<file path="config.mk">
export PLATFORM = sky130hd
export DESIGN_NAME = j1_io_responder
export DESIGN_NICKNAME = d
export VERILOG_FILES = /design/src/rtl/j1_io_pkg.sv /design/src/rtl/j1_uart.sv /design/src/rtl/j1_io_responder.sv
export SDC_FILE = /design/constraint.sdc
export NUM_CORES = 1
export LEC_CHECK = 0
export BUFFER_PORTS_ARGS = -buffer_cell sky130_fd_sc_hd__buf_2
export CAP_MARGIN = 20
export CORE_MARGIN = 2
export CORE_UTILIZATION = 30
export CTS_CLUSTER_DIAMETER = 60
export DETAILED_ROUTE_END_ITERATION = 10
export PLACE_DENSITY = 0.46
export SLEW_MARGIN = 15
export SYNTH_ARGS = -nofsm -noshare
export SYNTH_HDL_FRONTEND = slang
export SYNTH_SLANG_ARGS = --single-unit
export TNS_END_PERCENT = 10
</file>
<file path="constraint.sdc">
create_clock -name clk -period 2.1 [get_ports clk]
set_clock_uncertainty 0.15 [all_clocks]
set_input_delay 0.42 -clock clk [delete_from_list [all_inputs] [get_ports clk]]
set_output_delay 0.42 -clock clk [all_outputs]
set_load 0.1 [all_outputs]
</file>
<file path="src/rtl/j1_io_pkg.sv">
// Shared definitions for the j1 I/O responder: address map, status bit layout
// and the UART engine state encoding used by both TX and RX.
package j1_io_pkg;

  localparam logic [15:0] IO_LEDS      = 16'h0000;
  localparam logic [15:0] IO_UART_DATA = 16'h0001;
  localparam logic [15:0] IO_UART_STAT = 16'h0002;
  localparam logic [15:0] IO_TICKS     = 16'h0003;

  localparam int STAT_TX_BUSY    = 0;
  localparam int STAT_RX_VALID   = 1;
  localparam int STAT_RX_OVERRUN = 2;

  typedef enum logic [1:0] {
    UART_IDLE,
    UART_START,
    UART_DATA,
    UART_STOP
  } uart_state_e;

endpackage

</file>
<file path="src/rtl/j1_uart.sv">
// 8N1 UART: transmit engine, receive engine with a 2-flop input synchroniser.
// rx_done pulses for one cycle with rx_data valid when a well-framed byte lands.
module j1_uart
  import j1_io_pkg::*;
#(
  parameter int CLKS_PER_BIT = 104
) (
  input  logic       clk,
  input  logic       resetq,
  input  logic       tx_start,
  input  logic [7:0] tx_data,
  output logic       tx_busy,
  output logic       rx_done,
  output logic [7:0] rx_data,
  input  logic       uart_rx,
  output logic       uart_tx
);

  localparam int CW = (CLKS_PER_BIT > 2) ? $clog2(CLKS_PER_BIT) : 1;
  localparam logic [CW-1:0] LAST      = CW'(CLKS_PER_BIT - 1);
  localparam logic [CW-1:0] HALF_LAST = CW'(CLKS_PER_BIT / 2 - 1);

  uart_state_e   tx_state_q;
  logic [CW-1:0] tx_cnt_q;
  logic [2:0]    tx_idx_q;
  logic [7:0]    tx_shift_q;
  logic          uart_tx_q;

  uart_state_e   rx_state_q;
  logic [CW-1:0] rx_cnt_q;
  logic [2:0]    rx_idx_q;
  logic [7:0]    rx_shift_q;
  logic [7:0]    rx_data_q;
  logic          rx_done_q;
  logic          rx_s1_q;
  logic          rx_s2_q;

  always_ff @(posedge clk or negedge resetq) begin
    if (!resetq) begin
      tx_state_q <= UART_IDLE;
      tx_cnt_q   <= '0;
      tx_idx_q   <= '0;
      tx_shift_q <= '0;
      uart_tx_q  <= 1'b1;
    end else begin
      case (tx_state_q)
        UART_IDLE: begin
          if (tx_start) begin
            tx_state_q <= UART_START;
            tx_shift_q <= tx_data;
            tx_cnt_q   <= '0;
            uart_tx_q  <= 1'b0;
          end
        end
        UART_START: begin
          if (tx_cnt_q == LAST) begin
            tx_state_q <= UART_DATA;
            tx_cnt_q   <= '0;
            tx_idx_q   <= '0;
            uart_tx_q  <= tx_shift_q[0];
          end else begin
            tx_cnt_q <= tx_cnt_q + 1'b1;
          end
        end
        UART_DATA: begin
          if (tx_cnt_q == LAST) begin
            tx_cnt_q <= '0;
            if (tx_idx_q == 3'd7) begin
              tx_state_q <= UART_STOP;
              uart_tx_q  <= 1'b1;
            end else begin
              // Shift so the next bit to send always sits at index 1 -> 0.
              tx_idx_q   <= tx_idx_q + 3'd1;
              tx_shift_q <= tx_shift_q >> 1;
              uart_tx_q  <= tx_shift_q[1];
            end
          end else begin
            tx_cnt_q <= tx_cnt_q + 1'b1;
          end
        end
        UART_STOP: begin
          if (tx_cnt_q == LAST) begin
            tx_state_q <= UART_IDLE;
            tx_cnt_q   <= '0;
          end else begin
            tx_cnt_q <= tx_cnt_q + 1'b1;
          end
        end
        default: tx_state_q <= UART_IDLE;
      endcase
    end
  end

  always_ff @(posedge clk or negedge resetq) begin
    if (!resetq) begin
      rx_s1_q    <= 1'b1;
      rx_s2_q    <= 1'b1;
      rx_state_q <= UART_IDLE;
      rx_cnt_q   <= '0;
      rx_idx_q   <= '0;
      rx_shift_q <= '0;
      rx_data_q  <= '0;
      rx_done_q  <= 1'b0;
    end else begin
      rx_s1_q   <= uart_rx;
      rx_s2_q   <= rx_s1_q;
      rx_done_q <= 1'b0;
      case (rx_state_q)
        UART_IDLE: begin
          if (!rx_s2_q) begin
            rx_state_q <= UART_START;
            rx_cnt_q   <= '0;
          end
        end
        UART_START: begin
          // Mid-start-bit recheck rejects short glitches on the line.
          if (rx_cnt_q == HALF_LAST) begin
            rx_cnt_q   <= '0;
            rx_idx_q   <= '0;
            rx_state_q <= rx_s2_q ? UART_IDLE : UART_DATA;
          end else begin
            rx_cnt_q <= rx_cnt_q + 1'b1;
          end
        end
        UART_DATA: begin
          if (rx_cnt_q == LAST) begin
            rx_cnt_q   <= '0;
            rx_shift_q <= {rx_s2_q, rx_shift_q[7:1]};
            if (rx_idx_q == 3'd7) begin
              rx_state_q <= UART_STOP;
            end else begin
              rx_idx_q <= rx_idx_q + 3'd1;
            end
          end else begin
            rx_cnt_q <= rx_cnt_q + 1'b1;
          end
        end
        UART_STOP: begin
          if (rx_cnt_q == LAST) begin
            rx_state_q <= UART_IDLE;
            rx_cnt_q   <= '0;
            if (rx_s2_q) begin
              rx_data_q <= rx_shift_q;
              rx_done_q <= 1'b1;
            end
          end else begin
            rx_cnt_q <= rx_cnt_q + 1'b1;
          end
        end
        default: rx_state_q <= UART_IDLE;
      endcase
    end
  end

  assign tx_busy = (tx_state_q != UART_IDLE);
  assign uart_tx = uart_tx_q;
  assign rx_done = rx_done_q;
  assign rx_data = rx_data_q;

endmodule

</file>
<file path="src/rtl/j1_io_responder.sv">
// I/O responder for the j1 core: captures the core's bus one cycle early,
// commits writes the following cycle and serves reads combinationally.
module j1_io_responder
  import j1_io_pkg::*;
#(
  parameter int WIDTH        = 16,
  parameter int CLKS_PER_BIT = 104
) (
  input  logic             clk,
  input  logic             resetq,
  input  logic             io_wr,
  input  logic [15:0]      mem_addr,
  input  logic [WIDTH-1:0] dout,
  output logic [WIDTH-1:0] io_din,
  input  logic             uart_rx,
  output logic             uart_tx,
  output logic [7:0]       leds
);

  logic [15:0]      addr_q, addr_d;
  logic             wr_q, wr_d;
  logic [WIDTH-1:0] data_q, data_d;
  logic [7:0]       leds_q, leds_d;
  logic [15:0]      ticks_q, ticks_d;
  logic [7:0]       rx_byte_q, rx_byte_d;
  logic             rx_valid_q, rx_valid_d;
  logic             rx_overrun_q, rx_overrun_d;

  logic       tx_start;
  logic       tx_busy;
  logic       rx_done;
  logic [7:0] rx_data;

  j1_uart #(
    .CLKS_PER_BIT(CLKS_PER_BIT)
  ) u_uart (
    .clk      (clk),
    .resetq   (resetq),
    .tx_start (tx_start),
    .tx_data  (data_q[7:0]),
    .tx_busy  (tx_busy),
    .rx_done  (rx_done),
    .rx_data  (rx_data),
    .uart_rx  (uart_rx),
    .uart_tx  (uart_tx)
  );

  always_comb begin
    addr_d       = mem_addr;
    wr_d         = io_wr;
    data_d       = dout;
    leds_d       = leds_q;
    ticks_d      = ticks_q + 16'd1;
    rx_byte_d    = rx_byte_q;
    rx_valid_d   = rx_valid_q;
    rx_overrun_d = rx_overrun_q;
    tx_start     = 1'b0;
    if (wr_q) begin
      case (addr_q)
        IO_LEDS:      leds_d = data_q[7:0];
        IO_UART_DATA: tx_start = !tx_busy;
        IO_UART_STAT: begin
          rx_valid_d   = 1'b0;
          rx_overrun_d = 1'b0;
        end
        IO_TICKS:     ticks_d = data_q[15:0];
        default:      ;
      endcase
    end
    // A landing byte overrides a same-cycle status clear.
    if (rx_done) begin
      rx_byte_d    = rx_data;
      rx_valid_d   = 1'b1;
      rx_overrun_d = rx_valid_q;
    end
  end

  always_ff @(posedge clk or negedge resetq) begin
    if (!resetq) begin
      addr_q       <= '0;
      wr_q         <= 1'b0;
      data_q       <= '0;
      leds_q       <= '0;
      ticks_q      <= '0;
      rx_byte_q    <= '0;
      rx_valid_q   <= 1'b0;
      rx_overrun_q <= 1'b0;
    end else begin
      addr_q       <= addr_d;
      wr_q         <= wr_d;
      data_q       <= data_d;
      leds_q       <= leds_d;
      ticks_q      <= ticks_d;
      rx_byte_q    <= rx_byte_d;
      rx_valid_q   <= rx_valid_d;
      rx_overrun_q <= rx_overrun_d;
    end
  end

  always_comb begin
    io_din = '0;
    case (addr_q)
      IO_LEDS:      io_din = WIDTH'(leds_q);
      IO_UART_DATA: io_din = WIDTH'(rx_byte_q);
      IO_UART_STAT: begin
        io_din[STAT_TX_BUSY]    = tx_busy;
        io_din[STAT_RX_VALID]   = rx_valid_q;
        io_din[STAT_RX_OVERRUN] = rx_overrun_q;
      end
      IO_TICKS:     io_din = WIDTH'(ticks_q);
      default:      io_din = '0;
    endcase
  end

  assign leds = leds_q;

endmodule
</file>
After elaboration in Yosys (flattened, before gate mapping). Cells that the tools add are included. W data, S select, Z words.

Mux-type cells: 50. Add/sub/neg operators: 5. Reduce and logical (&&, ||, !) cells: 23. Equality and inequality tests: 26.

Operators by type and width (count): $pmux W13 S3 (1); $mux W7 (5); $eq A16 B2 Y1 const B (2); $mux W16 (2); $mux W8 (3); $mux W2 (11); $pmux W7 S3 (1); $mux W3 (6); $add A16 B1 Y16 const B (1); $eq A16 B1 Y1 const B (1); $logic_not A16 Y1 (1); $ne A2 B1 Y1 const B (8); $pmux W2 S4 (2); $pmux W8 S2 (1); $reduce_and A4 Y1 (4); $add A7 B1 Y7 const B (2); $eq A7 B7 Y1 const B (2); $pmux W7 S2 (1); $mux W1 (13); $pmux W3 S2 (2); $pmux W3 S4 (1); $reduce_bool A2 Y1 (6); $reduce_and A5 Y1 (2); $eq A2 B2 Y1 const B (4); other kinds (13) (22).

Input bits: 36. Output and inout port bits: 25. Logic and storage cells: 125. Flip-flop bits (word level): 119.

Depth between registers and ports, before layout. Gate-level depths: netlist of the first run.

Depth in word-level cells: 6. Depth in mapped cells: 8.

Cells and area by module. A second synthesis of the first run with hierarchy kept.

Cells, all modules: 436. Area, all modules: 5365.1 µm².

By module, submodules not included: j1_io_responder (area an instance 2772.7 µm², cells each 204, instances 1); j1_uart (area an instance 2592.5 µm², cells each 232, instances 1).

Least setup slack after synthesis of the first run. Ideal clock, no wire load.

Path kind: flip-flop to output port. From: reg leds_q[0], in the netlist leds[0]. To: out io_din[0]. Arrival: 3454 ps. Slack: -1924 ps. Cell stages (with the launch flop): 4. Cell sequence: dfrtp_1 > nor2b_1 > a211oi_1 > a211oi_1.

Longest elaborated chain between the ends: 1.

RTL lines: start, declared (line j1_io_responder.sv:23) `logic [7:0] leds_q, leds_d;`; start signal, assigned (line j1_io_responder.sv:92) `leds_q <= leds_d;`; $pmux W3 S4 (line j1_io_responder.sv:102) `case (addr_q)`; end, declared (line j1_io_responder.sv:14) `output logic [WIDTH-1:0] io_din,`.

No other way between the ends.

Final worst setup path of the first run.
From: reg addr_q[4]. To: out io_din[13].

Longest elaborated chain between the ends: 2. Elaborated cells on any way between the ends: 4.

RTL lines: start, declared (line j1_io_responder.sv:20) `logic [15:0] addr_q, addr_d;`; start signal, assigned (line j1_io_responder.sv:89) `addr_q <= addr_d;`; $eq A16 B2 Y1, or another cell as far along (line j1_io_responder.sv:102); $pmux W13 S3 * (line j1_io_responder.sv:102).

Every way passes the cells marked *; elsewhere a longest branch is shown, timed or not.

==> results.toml, run 1 <==
[run_status]
status = "finished with violations"
violations = "setup timing"

[layout]
layout-drive-gt1-share_pct = 28.47
final_core_util_pct = 42.67
syn2layout_area_growth_pct = 39.26
design_area_sq_um = 7355
layout_common_cells = "dfrtp_1, buf_2, nor2_1"
final_common_cell = "dfrtp_1"
fin_nets = 624
diodes = 0

[global_route]
grt_pass1_wl_mm = 20.05
grt_max_degree = 39
grt_util_all_layers_pct = 14.25
grt_overflow = 0
grt_pass1_vias = 4031
antenna_found_initial = 0

[hold_path]
hold_path_class = "flop to flop"
hold_path.startpoint = "u_uart.rx_s1_q"

[synth]
yosys.area.top_type = "dfrtp_1"
synth_nets = 507
ys.flop_type = "dfrtp_1"
syn_area_sq_um = 5281
synth_cell_types = 58
post_synth.cell_area_avg_sq_um = 11.48
async_reset_ff_share_pct = 100.0
synth.area.top_cells = "dfrtp_1, mux2_1, nor2_1"
ys_warn_count = 0
synth_edf_count = 0
synth-seq-cells = 119
ys_seq_area_share_pct = 56.46
synth.top_cell.area_share_pct = 54.96
synth_cells = 460

[timing]
fmaxAchievable_mhz = 379.0
setup_viol = 16
max-slew-margin-rel_pct = 66.10
worst_slew_pin_slew_ns = 0.5085
maxSlewViolCount = 0
timing.final.crit_share_pct = 125.7
hold_viol = 0
timing.final.ws_setup_ns = -0.5388
fin_crit_ns = 2.639
rsz0062_at_grt = "yes"

[route]
routed_via_density = 4.680
ant_nets = 0
drtIter0Drc = 173
drc = 0
wl_per_cell_um = 14.82
first_pass_iters = 4
drt-total-wl_mm = 12.08
num_vias = 3814

[critical_path]
crit_slowest_cell = "dfrtp_1"
cp.required_ns = 1.53
critPathMaxStageDelay_ns = 0.39
endpoint_kind = "output port"
path_cells = "nor4_4 -> and4_4 -> and3_4 -> buf_6 -> and2_4 -> buf_12"
path_max_fanout = 8
critPathTopFamily = "simple AND/OR/NAND/NOR gates"
worstSetupStartpoint = "addr_q[4]"
critPathLaunchType = "flop"
critPathBufInv = 2
cp.arrival_ns = 2.07
crit_type = "flop to output port"
rr_startpoint = "addr_q[4]"

[floorplan]
die_h_um = 136.7
die_w_um = 136.7
core_area_sq_um = 17240
start_util_pct = 30.64
pin_count = 61
num_rows = 48
dieArea_sq_um = 18680

[power_and_ir_drop]
power_density_nw_per_um2 = 908.6
leakage_nw = 3.358
comb_power_share_pct = 16.6
p_switching_w = 0.001919
switching_share_pct = 28.72
vdd_ir_drop_max_mv = 0.5775
p_seq_share_pct = 40.1
p_int_w = 0.004763
clock_power_share_pct = 43.3
power.total_w = 0.006683

[cts]
path_clk_slew_ns = 0.06
post_cts_buffers = 0
clockBufferDepth = 2
cts_tree = "done"
htreeDepth = 4
root_buffer = "clkbuf_16"
cts_buffers = 17
cts.sinks = 119
clock_latency_ns = 0.42

[place]
routabilityCongestion = 0.7815
pre_cts_slack_ns = -0.2544
dpl_cell_area_sq_um = 6297
place_hpwl_mm = 8.634
port_buffers = 60

[run]
maxCapViolCount = 0
## worst paths after layout
path	slack (ns)	cells past startpoint	to
worst max register to register	0.02	7	u_uart.tx_state_q[1]
worst max-delay path	-0.54	6	io_din[13]
min in group asynchronous	0.35	2	addr_q[9]
worst min-delay path	0.21	0	u_uart.rx_s2_q
max in group asynchronous	0.81	3	u_uart.uart_tx
worst min register to register	0.21	0	u_uart.rx_s2_q
## power groups by stage
stage	registers, W	clock network, W	logic [W]
after floorplan	0.00264	0	0.000774
after global placement	0.00270	0	0.000997
after detailed placement	0.00271	0	0.00102
after CTS	0.00268	0.00298	0.00107
after global routing	0.00271	0.00308	0.00123
final	0.00268	0.00290	0.00111
## routing by layer
metal	track usage, %	part of all wire, %	vias up
li1	-	-	1859
met1	17.92	46	1867
met2	22.72	48	68
met3	3.852	3.3	20
met4	6.771	2.3	0
met5	0	0	-
## sequential cells by signal, summed over array words and instances, names as in the netlist, 7 cells and up, named ones only
register	count
u_uart.rx_cnt_q	7
u_uart.rx_shift_q	8
u_uart.rx_data	8
addr_q	16
u_uart.tx_shift_q	8
ticks_q	16
data_q	16
leds	8
u_uart.tx_cnt_q	7
rx_byte_q	8
## timing repair
item,in CTS,in global routing
endpoints found under the hold margin,66,0
pin swaps,11,4
setup endpoints to repair,26,49
hold buffers,35,0
gates resized for setup,16,16
## final cells by class
class                   instances  area (sq um)
clock buffers                  17         425.4
multi-input cells             311          2308
inverters                       9         33.78
well taps                     225         281.5
flip-flops and latches        119          2984
clock inverters                15         170.2
fillers                      1581          9882
repair buffers                119          1151
## through the flow
stage	hold slack (ns)	setup TNS [ns]	instances
final	0.2064	-7.532	815
after detailed placement	0.1984	-2.559	748
after floorplan	-0.02559	-4.328	460
after global routing	0.2091	-9.739	815
after global placement	0.1975	-2.377	748
after CTS	0.2071	-8.016	815
## Yosys cell counts (4+ instances only)
cell type and number:
buf_2 6, o21ai_1 11, a21o_1 5, a22o_1 4, xnor2_1 6, nor3_1 6, ha_1 11, a31oi_1 7
xor2_1 9, nor2_1 44, dfrtp_1 116, inv_1 9, mux2_1 27, o21ai_0 6, a22oi_1 4, mux2_2 8
o31ai_1 5, mux2i_1 15, clkbuf_1 9, a21oi_1 32, and2_1 12, nand4_1 7, nand3_1 12, nor2b_1 5
nand2_1 31
## cell families after synthesis
group,share of synthesized area [%]
mux,10.31
buf+inv,2.867
xor+xnor,2.488
simple gates,14.90
flops,56.46
compound gates,10.38
fa+ha+maj,2.606
(Power assumes the default switching activity.)
==> run 2: changes to the inputs <==
CAP_MARGIN = unset   (was 20)
CORE_ASPECT_RATIO = 1.5   (was unset)
MAX_ROUTING_LAYER = met4   (was unset)
==> run 2 against run 1 <==
Against the previous run:
- the flow still finishes with violations (setup timing)
- wire length grew 5.7%
- core utilization grew 0.28 points
- register-to-register slack lost 0.21 ns
- die area grew 0.12%
- first-iteration DRC count shrank 21%
- power shrank 1.3%
- non-clock buffer count grew 11
- critical path type unchanged
- largest cell class unchanged
- largest power group unchanged
==> results.toml, run 2 (same netlist as run 1, synthesis figures left out) <==
[run_status]
status = "finished with violations"
violations = "setup timing"

[layout]
layout_common_cells = "dfrtp_1, buf_2, dlygate4sd3_1"
fin_nets = 636
reg.largest.list = "addr_q x16, data_q x16, ticks_q x16"
register_area_sq_um = 2983
fin_cells = 815
n_fill_cell = 1652
layout-drive-gt1-share_pct = 31.23
syn2layout_area_growth_pct = 40.46
diodes = 0
final_common_cell = "dfrtp_1"
multiInputGateArea_sq_um = 2360

[route]
ant_nets = 0
num_vias = 3928
drt-total-wl_mm = 12.77
wl_per_cell_um = 15.66
drc = 0
routed_via_density = 4.820
first_pass_iters = 5
drtIter0Drc = 137

[floorplan]
die_h_um = 166.5
dieArea_sq_um = 18700
num_rows = 59
pin_count = 61
die_w_um = 112.3
start_util_pct = 30.57
core_area_sq_um = 17270

[timing]
maxSlewViolCount = 0
rsz0062_at_grt = "yes"
timing.final.crit_share_pct = 125.2
max-slew-margin-rel_pct = 65.93
final.setup.tns_ns = -8.311
fmaxAchievable_mhz = 380.3
hold_viol = 0
timing.final.ws_setup_ns = -0.5293
worst_slew_pin_slew_ns = 0.5146
fin_crit_ns = 2.629
setup_viol = 28

[place]
routabilityCongestion = 0.7972
placed_cells = 743
port_buffers = 60
place_hpwl_mm = 8.931
pre_cts_slack_ns = -0.2296

[global_route]
grt_pass1_vias = 4221
grt_pass1_wl_mm = 21.47
antenna_found_initial = 0
grt_util_all_layers_pct = 15.14
grt_overflow = 0
grt_max_degree = 42

[cts]
cts_buffers = 17
root_buffer = "clkbuf_16"
clock_latency_ns = 0.42
path_clk_slew_ns = 0.06
clockBufferDepth = 2
htreeDepth = 4
cts.sinks = 119
cts_tree = "done"

[critical_path]
cp.arrival_ns = 2.06
cp.required_ns = 1.53
critPathLaunchType = "flop"
path_max_fanout = 5
crit_type = "flop to output port"
endpoint_kind = "output port"

[run]
maxCapViolCount = 0

[hold_path]
hold_path_class = "flop to flop"

[power_and_ir_drop]
power.total_w = 0.006595
power_density_nw_per_um2 = 889.0
vdd_ir_drop_max_mv = 0.5391
leakage_nw = 3.387
[run 2: layout make-up]
class / count / share of cell area (%)
Multi-Input combinational cell: 312 / 31.81
Tap cell: 213 / 3.593
Inverter: 9 / 0.4554
Sequential cell: 119 / 40.21
Clock inverter: 14 / 1.687
Clock buffer: 18 / 5.920
Timing Repair Buffer: 130 / 16.33
[run 2: path summary, 6_finish.rpt]
| kind | startpoint | end | slack [ns] | cells past startpoint |
|---|---|---|---|---|
| hold reg to reg | u_uart.rx_s1_q | u_uart.rx_s2_q | 0.21 | 0 |
| hold / removal | u_uart.rx_s1_q | u_uart.rx_s2_q | 0.21 | 0 |
| min in group asynchronous | resetq | addr_q[12] | 0.34 | 2 |
| setup reg to reg | addr_q[10] | u_uart.tx_state_q[1] | -0.19 | 8 |
| max in group asynchronous | resetq | u_uart.uart_tx | 0.82 | 3 |
| setup / recovery | addr_q[3] | io_din[2] | -0.53 | 6 |
[run 2: layer usage]
metal,GRT usage (%),part of all wire (%),up-vias
li1,-,-,1881
met2,24.99,51,83
met5,-,0,-
met1,17.53,44,1947
met3,3.785,3.4,17
met4,6.310,2.1,0
[run 2: power breakdown]
group	switching, W	internal (W)
Combinational	0.000632	0.000529
Clock	0.00109	0.00166
Sequential	0.000193	0.00249
Total	0.00192	0.00468
[run 2: what timing repair did]
| action | in CTS | in global routing |
|---|---|---|
| gates resized for setup | 17 | 30 |
| pin swaps | 15 | 9 |
| setup endpoints to repair | 30 | 51 |
| hold buffers | 35 | 0 |
| cloned | 1 | 0 |
| endpoints found under the hold margin | 62 | 0 |
| buffers inserted | 5 | 0 |
[run 2: critical path: stages (launching register included)]
cell and delay, ns:
dfrtp_1 0.39, nor4_4 0.30, and4_4 0.32, and3_4 0.27, a22oi_2 0.09, nand2_2 0.10, buf_12 0.17
[run 2: stage by stage]
stage                     instance area [sq um]  hold WS (ns)  utilization, %
after floorplan                            5350      -0.02559               -
after global placement                     6297        0.1964           36.46
after detailed placement                   6297        0.1982           36.46
after CTS                                  7320        0.2071           42.37
after global routing                       7418        0.2083           42.95
final                                      7418        0.2059           42.95
